File: src/rtl/mist1032isa_uart_receiver.sv
// UART receiver: 2-flop synchronized RXD, 16x oversampled frame FSM, FWFT receive FIFO.
// Defining MIST1032ISA_UART_RX_PARITY_EN adds an even-parity bit between data and stop.
module mist1032isa_uart_receiver #(
  parameter int P_FIFO_DEPTH_N = 2
) (
  input  logic        iCLOCK,
  input  logic        iRESET_SYNC,
  input  logic        iENA,
  input  logic [15:0] iBAUD_DIV,
  input  logic        iUART_RXD,
  input  logic        iRXD_REQ,
  output logic        oRXD_VALID,
  output logic [7:0]  oRXD_DATA,
  output logic        oFRAMING_ERR,
  output logic        oOVERRUN,
  output logic        oPARITY_ERR
);
  localparam int DEPTH = 1 << P_FIFO_DEPTH_N;

  typedef enum logic [2:0] {IDLE, START, DATA, PARITY, STOP} state_t;

  state_t                    state_q, state_d;
  logic                      sync1_q, sync2_q, prev_q;
  logic [15:0]               div_q, div_d;
  logic [3:0]                os_q, os_d;
  logic [2:0]                bit_q, bit_d;
  logic [7:0]                shift_q, shift_d;
  logic                      push_q, push_d;
  logic [7:0]                push_data_q, push_data_d;
  logic                      ferr_q, ferr_d;
  logic                      ovr_q, ovr_d;
  logic [7:0]                mem_q [DEPTH];
  logic [P_FIFO_DEPTH_N-1:0] wr_ptr_q, wr_ptr_d, rd_ptr_q, rd_ptr_d;
  logic [P_FIFO_DEPTH_N:0]   count_q, count_d;
`ifdef MIST1032ISA_UART_RX_PARITY_EN
  logic                      par_bad_q, par_bad_d;
  logic                      perr_q, perr_d;
`endif

  logic fall, tick, sample;
  logic fifo_empty, fifo_full, pop, push_ok;

  assign fall   = prev_q & ~sync2_q;
  assign tick   = (div_q == iBAUD_DIV);
  assign sample = tick && (os_q == 4'd7);

  always_comb begin
    state_d     = state_q;
    div_d       = div_q;
    os_d        = os_q;
    bit_d       = bit_q;
    shift_d     = shift_q;
    push_d      = 1'b0;
    push_data_d = push_data_q;
    ferr_d      = 1'b0;
`ifdef MIST1032ISA_UART_RX_PARITY_EN
    par_bad_d   = par_bad_q;
    perr_d      = 1'b0;
`endif
    if (state_q != IDLE) begin
      div_d = tick ? 16'd0 : div_q + 16'd1;
      if (tick) os_d = os_q + 4'd1;
    end
    unique case (state_q)
      IDLE: begin
        // Divider and oversample count restart so count 7 lands mid-bit.
        div_d = 16'd0;
        os_d  = 4'd0;
        bit_d = 3'd0;
`ifdef MIST1032ISA_UART_RX_PARITY_EN
        par_bad_d = 1'b0;
`endif
        if (iENA && fall) state_d = START;
      end
      START: if (sample) state_d = sync2_q ? IDLE : DATA;
      DATA: if (sample) begin
        shift_d = {sync2_q, shift_q[7:1]};
        bit_d   = bit_q + 3'd1;
`ifdef MIST1032ISA_UART_RX_PARITY_EN
        if (bit_q == 3'd7) state_d = PARITY;
`else
        if (bit_q == 3'd7) state_d = STOP;
`endif
      end
`ifdef MIST1032ISA_UART_RX_PARITY_EN
      PARITY: if (sample) begin
        par_bad_d = ^{shift_q, sync2_q};
        state_d   = STOP;
      end
`endif
      STOP: if (sample) begin
        state_d = IDLE;
        // A bad stop bit takes precedence over a parity mismatch.
        if (!sync2_q) ferr_d = 1'b1;
`ifdef MIST1032ISA_UART_RX_PARITY_EN
        else if (par_bad_q) perr_d = 1'b1;
`endif
        else begin
          push_d      = 1'b1;
          push_data_d = shift_q;
        end
      end
      default: state_d = IDLE;
    endcase
    if (!iENA) begin
      state_d = IDLE;
      push_d  = 1'b0;
      ferr_d  = 1'b0;
`ifdef MIST1032ISA_UART_RX_PARITY_EN
      perr_d  = 1'b0;
`endif
    end
  end

  assign fifo_empty = (count_q == '0);
  assign fifo_full  = count_q[P_FIFO_DEPTH_N];
  assign pop        = iRXD_REQ && !fifo_empty;
  assign push_ok    = push_q && (!fifo_full || pop);

  always_comb begin
    wr_ptr_d = push_ok ? wr_ptr_q + 1'b1 : wr_ptr_q;
    rd_ptr_d = pop ? rd_ptr_q + 1'b1 : rd_ptr_q;
    count_d  = count_q;
    if (push_ok && !pop) count_d = count_q + 1'b1;
    else if (!push_ok && pop) count_d = count_q - 1'b1;
    ovr_d = push_q && fifo_full && !pop;
  end

  always_ff @(posedge iCLOCK) begin
    if (iRESET_SYNC) begin
      state_q     <= IDLE;
      sync1_q     <= 1'b1;
      sync2_q     <= 1'b1;
      prev_q      <= 1'b1;
      div_q       <= 16'd0;
      os_q        <= 4'd0;
      bit_q       <= 3'd0;
      shift_q     <= 8'h00;
      push_q      <= 1'b0;
      push_data_q <= 8'h00;
      ferr_q      <= 1'b0;
      ovr_q       <= 1'b0;
      wr_ptr_q    <= '0;
      rd_ptr_q    <= '0;
      count_q     <= '0;
`ifdef MIST1032ISA_UART_RX_PARITY_EN
      par_bad_q   <= 1'b0;
      perr_q      <= 1'b0;
`endif
    end else begin
      state_q     <= state_d;
      sync1_q     <= iUART_RXD;
      sync2_q     <= sync1_q;
      prev_q      <= sync2_q;
      div_q       <= div_d;
      os_q        <= os_d;
      bit_q       <= bit_d;
      shift_q     <= shift_d;
      push_q      <= push_d;
      push_data_q <= push_data_d;
      ferr_q      <= ferr_d;
      ovr_q       <= ovr_d;
      wr_ptr_q    <= wr_ptr_d;
      rd_ptr_q    <= rd_ptr_d;
      count_q     <= count_d;
`ifdef MIST1032ISA_UART_RX_PARITY_EN
      par_bad_q   <= par_bad_d;
      perr_q      <= perr_d;
`endif
    end
  end

  always_ff @(posedge iCLOCK) begin
    if (push_ok) mem_q[wr_ptr_q] <= push_data_q;
  end

  assign oRXD_VALID   = !fifo_empty;
  assign oRXD_DATA    = fifo_empty ? 8'h00 : mem_q[rd_ptr_q];
  assign oFRAMING_ERR = ferr_q;
  assign oOVERRUN     = ovr_q;
`ifdef MIST1032ISA_UART_RX_PARITY_EN
  assign oPARITY_ERR  = perr_q;
`else
  assign oPARITY_ERR  = 1'b0;
`endif
endmodule

File: config.mk
export PLATFORM = sky130hd
export DESIGN_NAME = mist1032isa_uart_receiver
export DESIGN_NICKNAME = d
export VERILOG_FILES = /design/src/rtl/mist1032isa_uart_receiver.sv
export SDC_FILE = /design/constraint.sdc
export NUM_CORES = 1
export LEC_CHECK = 0
export BUFFER_PORTS_ARGS = -buffer_cell sky130_fd_sc_hd__buf_2
export CAP_MARGIN = 10
export CORE_ASPECT_RATIO = 1.5
export CORE_MARGIN = 3
export CORE_UTILIZATION = 36
export CTS_CLUSTER_SIZE = 12
export DETAILED_ROUTE_END_ITERATION = 8
export PLACE_DENSITY = 0.61
export SLEW_MARGIN = 15
export SYNTH_ARGS = -nofsm -noshare
export SYNTH_HDL_FRONTEND = slang
export SYNTH_SLANG_ARGS = --single-unit
File: constraint.sdc
create_clock -name iCLOCK -period 3.9 [get_ports iCLOCK]
set_input_delay 0.78 -clock iCLOCK [delete_from_list [all_inputs] [get_ports iCLOCK]]
set_output_delay 0.78 -clock iCLOCK [all_outputs]
set_load 0.03 [all_outputs]
# Word-level counts from Yosys, hierarchy flattened
# Memory sizes are Yosys's and may differ from the RTL's. A register that Yosys moved wholly into a read port is not among the register bits.
# Cells that the tools add are included.
# W data, S select, Z words.
dict set report totals {
  ff_bits 55
  latchBits 0
  ramBits 32
  romBits 0
  input_bits 21
  output_inout_bits 12
  wordCells 84
  mem_count 1
}
dict set report op_classes {
  add_sub_neg 7
  multipliers 0
  div 0
  magnitude_cmp 0
  n_eq_ne 11
  shifts 0
  muxes 19
  n_bitwise 5
  reduce_logical 26
}
# name depth width read_ports rd_clocked_by_memory_dff wr line_no
set mem_list {}
lappend mem_list {mem_q 4 8 1 1 1 32} ;# logic [7:0] mem_q [DEPTH];
# cell count
set op_table {}
lappend op_table {{$mux W3} 8}
lappend op_table {{$add A16 B1 Y16 const B} 1}
lappend op_table {{$eq A16 B16 Y1} 1}
lappend op_table {{$mux W16} 1}
lappend op_table {{$pmux W3 S4} 1}
lappend op_table {{$ne A2 B2 Y1 const B} 5}
lappend op_table {{$logic_and A1 B1 Y1} 8}
lappend op_table {{$mux W8} 1}
lappend op_table {{$add A3 B1 Y3 const B} 2}
lappend op_table {{$eq A3 B3 Y1 const B} 2}
lappend op_table {{$logic_not A3 Y1} 2}
lappend op_table {{$mux W2} 3}
lappend op_table {{$pmux W3 S2} 1}
lappend op_table {{$reduce_and A2 Y1} 3}
lappend op_table {{$reduce_and A5 Y1} 1}
lappend op_table {{$add A2 B1 Y2 const B} 2}
lappend op_table {{$add A4 B1 Y4 const B} 1}
lappend op_table {{$eq A4 B3 Y1 const B} 1}
lappend op_table {{$logic_not A1 Y1} 4}
lappend op_table {{$mux W1} 4}
lappend op_table {{$not A1 Y1} 4}
lappend op_table {{$reduce_bool A2 Y1} 2}
lappend op_table {{$reduce_or A2 Y1} 2}
lappend op_table {{$reduce_or A4 Y1} 1}
lappend op_table {{other kinds (7)} 7}

# Depth between registers and ports, before layout
dict set report logic_depth {
  depth_word 9
  mapped_depth 8
  depth_no_buf 8
}

# Least setup slack after synthesis
# OpenSTA, ideal clock, no wires.
dict set report synth_path {
  path_type {input-to-reg}
  startpoint {input port iRXD_REQ}
  endpoint {register count_q[2]}
  setup_ns 0.070
  arrival_ns 2.376
  required_time_ns 3.830
  path_slack_ns 1.454
  stages 8
  n_path_buf 0
  cell_sequence {inv_1 a21boi_1 ha_1 inv_1 fa_1 xor2_1 or3_1 a21oi_1}
}
dict set report synth_via {
  elab_chain_cells 6
  elab_cells_between_ends 9
  cone_classes {1 x mux; 8 x reduce/logical}
}
# item line_no
set synth_lines {}
lappend synth_lines {{start: declaration} 11} ;# input logic iRXD_REQ,
lappend synth_lines {{$logic_and A1 B1 Y1 (*)} 117} ;# assign pop = iRXD_REQ && !fifo_empty;
lappend synth_lines {{$logic_or A1 B1 Y1 (*)} 118} ;# assign push_ok = push_q && (!fifo_full || pop);
lappend synth_lines {{$logic_and A1 B1 Y1 (*)} 118}
lappend synth_lines {{via push_ok} 41} ;# logic fifo_empty, fifo_full, pop, push_ok;
lappend synth_lines {{$logic_not A1 Y1} 125} ;# else if (!push_ok && pop) count_d = count_q - 1'b1;
lappend synth_lines {{$logic_and A1 B1 Y1} 125}
lappend synth_lines {{$reduce_bool A2 Y1 (no source line)} -}
lappend synth_lines {{end signal: assignment} 165} ;# count_q <= count_d;
lappend synth_lines {{end: declaration} 34} ;# logic [P_FIFO_DEPTH_N:0] count_q, count_d;
# Mark *: on every way through the listed nets, which the timed path passes. The rest lies on a longest branch.
# A chain may end at the register's enable or synchronous reset.

# Worst setup path after layout
dict set report layout_path {
  startpoint {input port iBAUD_DIV[6]}
  endpoint {register bit_q[0]}
}
dict set report layout_via {
  elab_chain_cells 4
}
# item line_no
set layout_lines {}
lappend layout_lines {{start: declaration} 9} ;# input logic [15:0] iBAUD_DIV,
lappend layout_lines {{$eq A16 B16 Y1} 44} ;# assign tick = (div_q == iBAUD_DIV);
lappend layout_lines {{$logic_and A1 B1 Y1} 45} ;# assign sample = tick && (os_q == 4'd7);
lappend layout_lines {{$ne A2 B2 Y1 (no source line)} -}
lappend layout_lines {{$reduce_and A2 Y1 (no source line)} -}
lappend layout_lines {{end signal: assignment} 157} ;# bit_q <= bit_d;
lappend layout_lines {{end: declaration} 26} ;# logic [2:0] bit_q, bit_d;
# No other way between the ends.

==> metrics <==
status=completed; RSZ-0062 raised after global routing=no; top cells by area, synth=dfxtp_1, edfxtp_1, xor2_1, mux2i_1, mux4_2; CTS Buffer Depth=2; pwr/cell area=415 mW/mm²; Post-Syn Nets=361; worst slew pin tran=0.600 ns; Worst slew margin=59.9%; Worst IR Drop VDD=0.000216 V; r2r setup slk=1.38 ns; Fin Clk Skew=0.00637 ns; post-synthesis cell type count=44; row cnt=45; vias in the first global route=2369; layout cells sized above 1=16.7%; CP endpoint=bit_q[0]; Synth top area share=29.7%; WHS=0.411 ns; R2R depth=5; Routed WL per cell=12.7 µm; f_max=373 MHz; dpl hpwl=4690 µm; endpoints failing hold=0; commonest non-fill, non-tap cell in the layout=dfxtp_1; Synth Register Bits=89; CTS resizes=0; Worst Setup SP=iBAUD_DIV[6]; Syn-to-layout area delta=14.0%; Multi-input gate area=0.00163 mm²; antenna cells=0; drt pass-1 iters=4; RePlAce Congestion=0.791; largest net degree at the start of global routing=39; Die Y=133 µm; root buffer cell=clkbuf_16; EDFF count, synth=32; Routed WL=6350 µm; hold-fix buffers at CTS=0; global route overflow=0; Final Max Slew Viols=0; CP required=4.13 ns; number of DRC markers in iteration 0=89; adder-cell share of the synthesized area=3.45%; CTS tree=done; setup bufs post-CTS=0; setup slack after layout=1.22 ns; CTS sink cnt=89; Die X=90.4 µm; Final min period=2.68 ns; # DRC=0; Synth Area in Simple Gates=17.9%; Post-synth top flop=dfxtp_1; setup tns final=0 ns; fin util=42.8%; fin area=0.00438 mm²; Compound-Gate Fraction of Synth Area=2.96%; Startpoint Class=input pin; initial core utilization=37.5%; input/output buffers=31; Synth warnings=0; largest family of logic cells by synthesized area=simple AND/OR/NAND/NOR gates; Post-Synthesis Cells=330; Syn Area/Cell=11.7 µm²; Post-Place Cell Area=0.00409 mm²; Worst-path clk slew=0.06 ns; worst skew pair latency=0.34 ns; H-tree levels=3; CP arrival=2.90 ns; DR vias=2342; period utilization=68.7%; Max Cap Violations=0; mapped cell area=0.00384 mm²; DIE AREA=0.0120 mm²; post-synthesis mux area share=9.76%; Critical Path Sink Type=flop; XOR/XNOR Fraction of Synth Area=8.20%; reg2reg end=bit_q[0]; nets=385; most frequent cells in the layout=dfxtp_1, nor2_1, edfxtp_1, buf_2, xor2_1; first-pass GRT wire length=11200 µm; Yosys top cell by area=dfxtp_1; LEAKAGE=0.00178 µW; Setup CP Type=input pin to flop; I/O pin cnt=33; Critical Path Fanout Max=12; part of the Yosys area used for sequential elements=54.7%; setup violators final=0; Worst R2R Start=div_q[6]; vias per cell=4.68; register area=0.00210 mm²; Post-DRT Antenna Nets=0; area of the core=0.0102 mm²; Num CTS Buffers=9; FFs w/ async S/R, synth=0%; Worst Hold Class=flop to flop; initial antenna violation count=0; pre-CTS setup slack=0.845 ns; GRT Total Usage=11.7%; fill cell count=1003
==> state kept, by name, indices dropped and copies added, names as in the netlist, named ones only <==
signal / cells
div_q: 16
count_q: 3
sync1_q: 1
oOVERRUN: 1
bit_q: 3
mem_q: 32
push_q: 1
prev_q: 1
state_q: 3
sync2_q: 1
wr_ptr_q: 2
shift_q: 8
oFRAMING_ERR: 1
push_data_q: 8
rd_ptr_q: 2
os_q: 4
==> routing by layer <==
layer | global-route usage, % | vias to the layer above | part of all wire [%]
li1 | - | 1200 | -
met1 | 12.6 | 1092 | 40
met2 | 21.0 | 41 | 54
met3 | 3.07 | 9 | 4.3
met4 | 5.88 | 0 | 2.4
met5 | 0 | - | 0
==> critical path: stages <==
cell     delay, ns
buf_2         0.10
xor2_1        0.15
nor4_1        0.34
nand4_1       0.43
or3_1         0.72
mux2_4        0.37
==> area by class of cell <==
class / count / share of cell area [%]
Clock buffer: 11 / 5.31
Sequential cell: 89 / 47.9
Tap cell: 141 / 4.02
Clock inverter: 5 / 1.31
Multi-Input combinational cell: 215 / 37.2
Timing Repair Buffer: 31 / 3.54
Inverter: 8 / 0.685
==> logic make-up (layout without fill, tap and decap cells) <==
logic type / Yosys count / in the layout
and+or+nand+nor: 124 / 124
DFF: 89 / 89
xor gates and xnor gates: 36 / 36
muxes: 27 / 27
buffers and inverters: 26 / 55
AOI/OAI and AO/OA: 17 / 17
adders and majority gates: 10 / 10
other: 1 / 1
==> cell usage after synthesis, types with 9 or more instances <==
library cell,number
xnor2_1,11
ha_1,9
clkbuf_1,13
xor2_1,25
mux2i_1,18
edfxtp_1,32
dfxtp_1,57
nand2_1,10
nor2_1,34
nand2b_1,19
and2_1,12
==> stage by stage <==
| stage | cells | total power, µW |
|---|---|---|
| 2_1_floorplan | 330 | 997 |
| 6_report | 500 | 1820 |
| 3_3_place_gp | 484 | 1010 |
| 5_1_grt | 500 | 1890 |
| 4_1_cts | 500 | 1850 |
| 3_5_place_dp | 484 | 1010 |
==> power by group <==
part	internal, µW	switching [µW]	leakage [µW]
combinational	15.4	17.8	0.000814
sequential	956	1.15	0.000832
clock	495	335	0.000132
==> worst min-delay path by stage <==
stage / startpoint / to / slack, ns / cells after the start
floorplan: sync1_q / sync2_q / 0.38 / 1
global placement: sync1_q / sync2_q / 0.40 / 1
detailed placement: sync1_q / sync2_q / 0.40 / 1
CTS: sync1_q / sync2_q / 0.42 / 1
global route: sync1_q / sync2_q / 0.44 / 1
finish: sync1_q / sync2_q / 0.41 / 1
No activity file was read; power rests on OpenSTA's default activity.
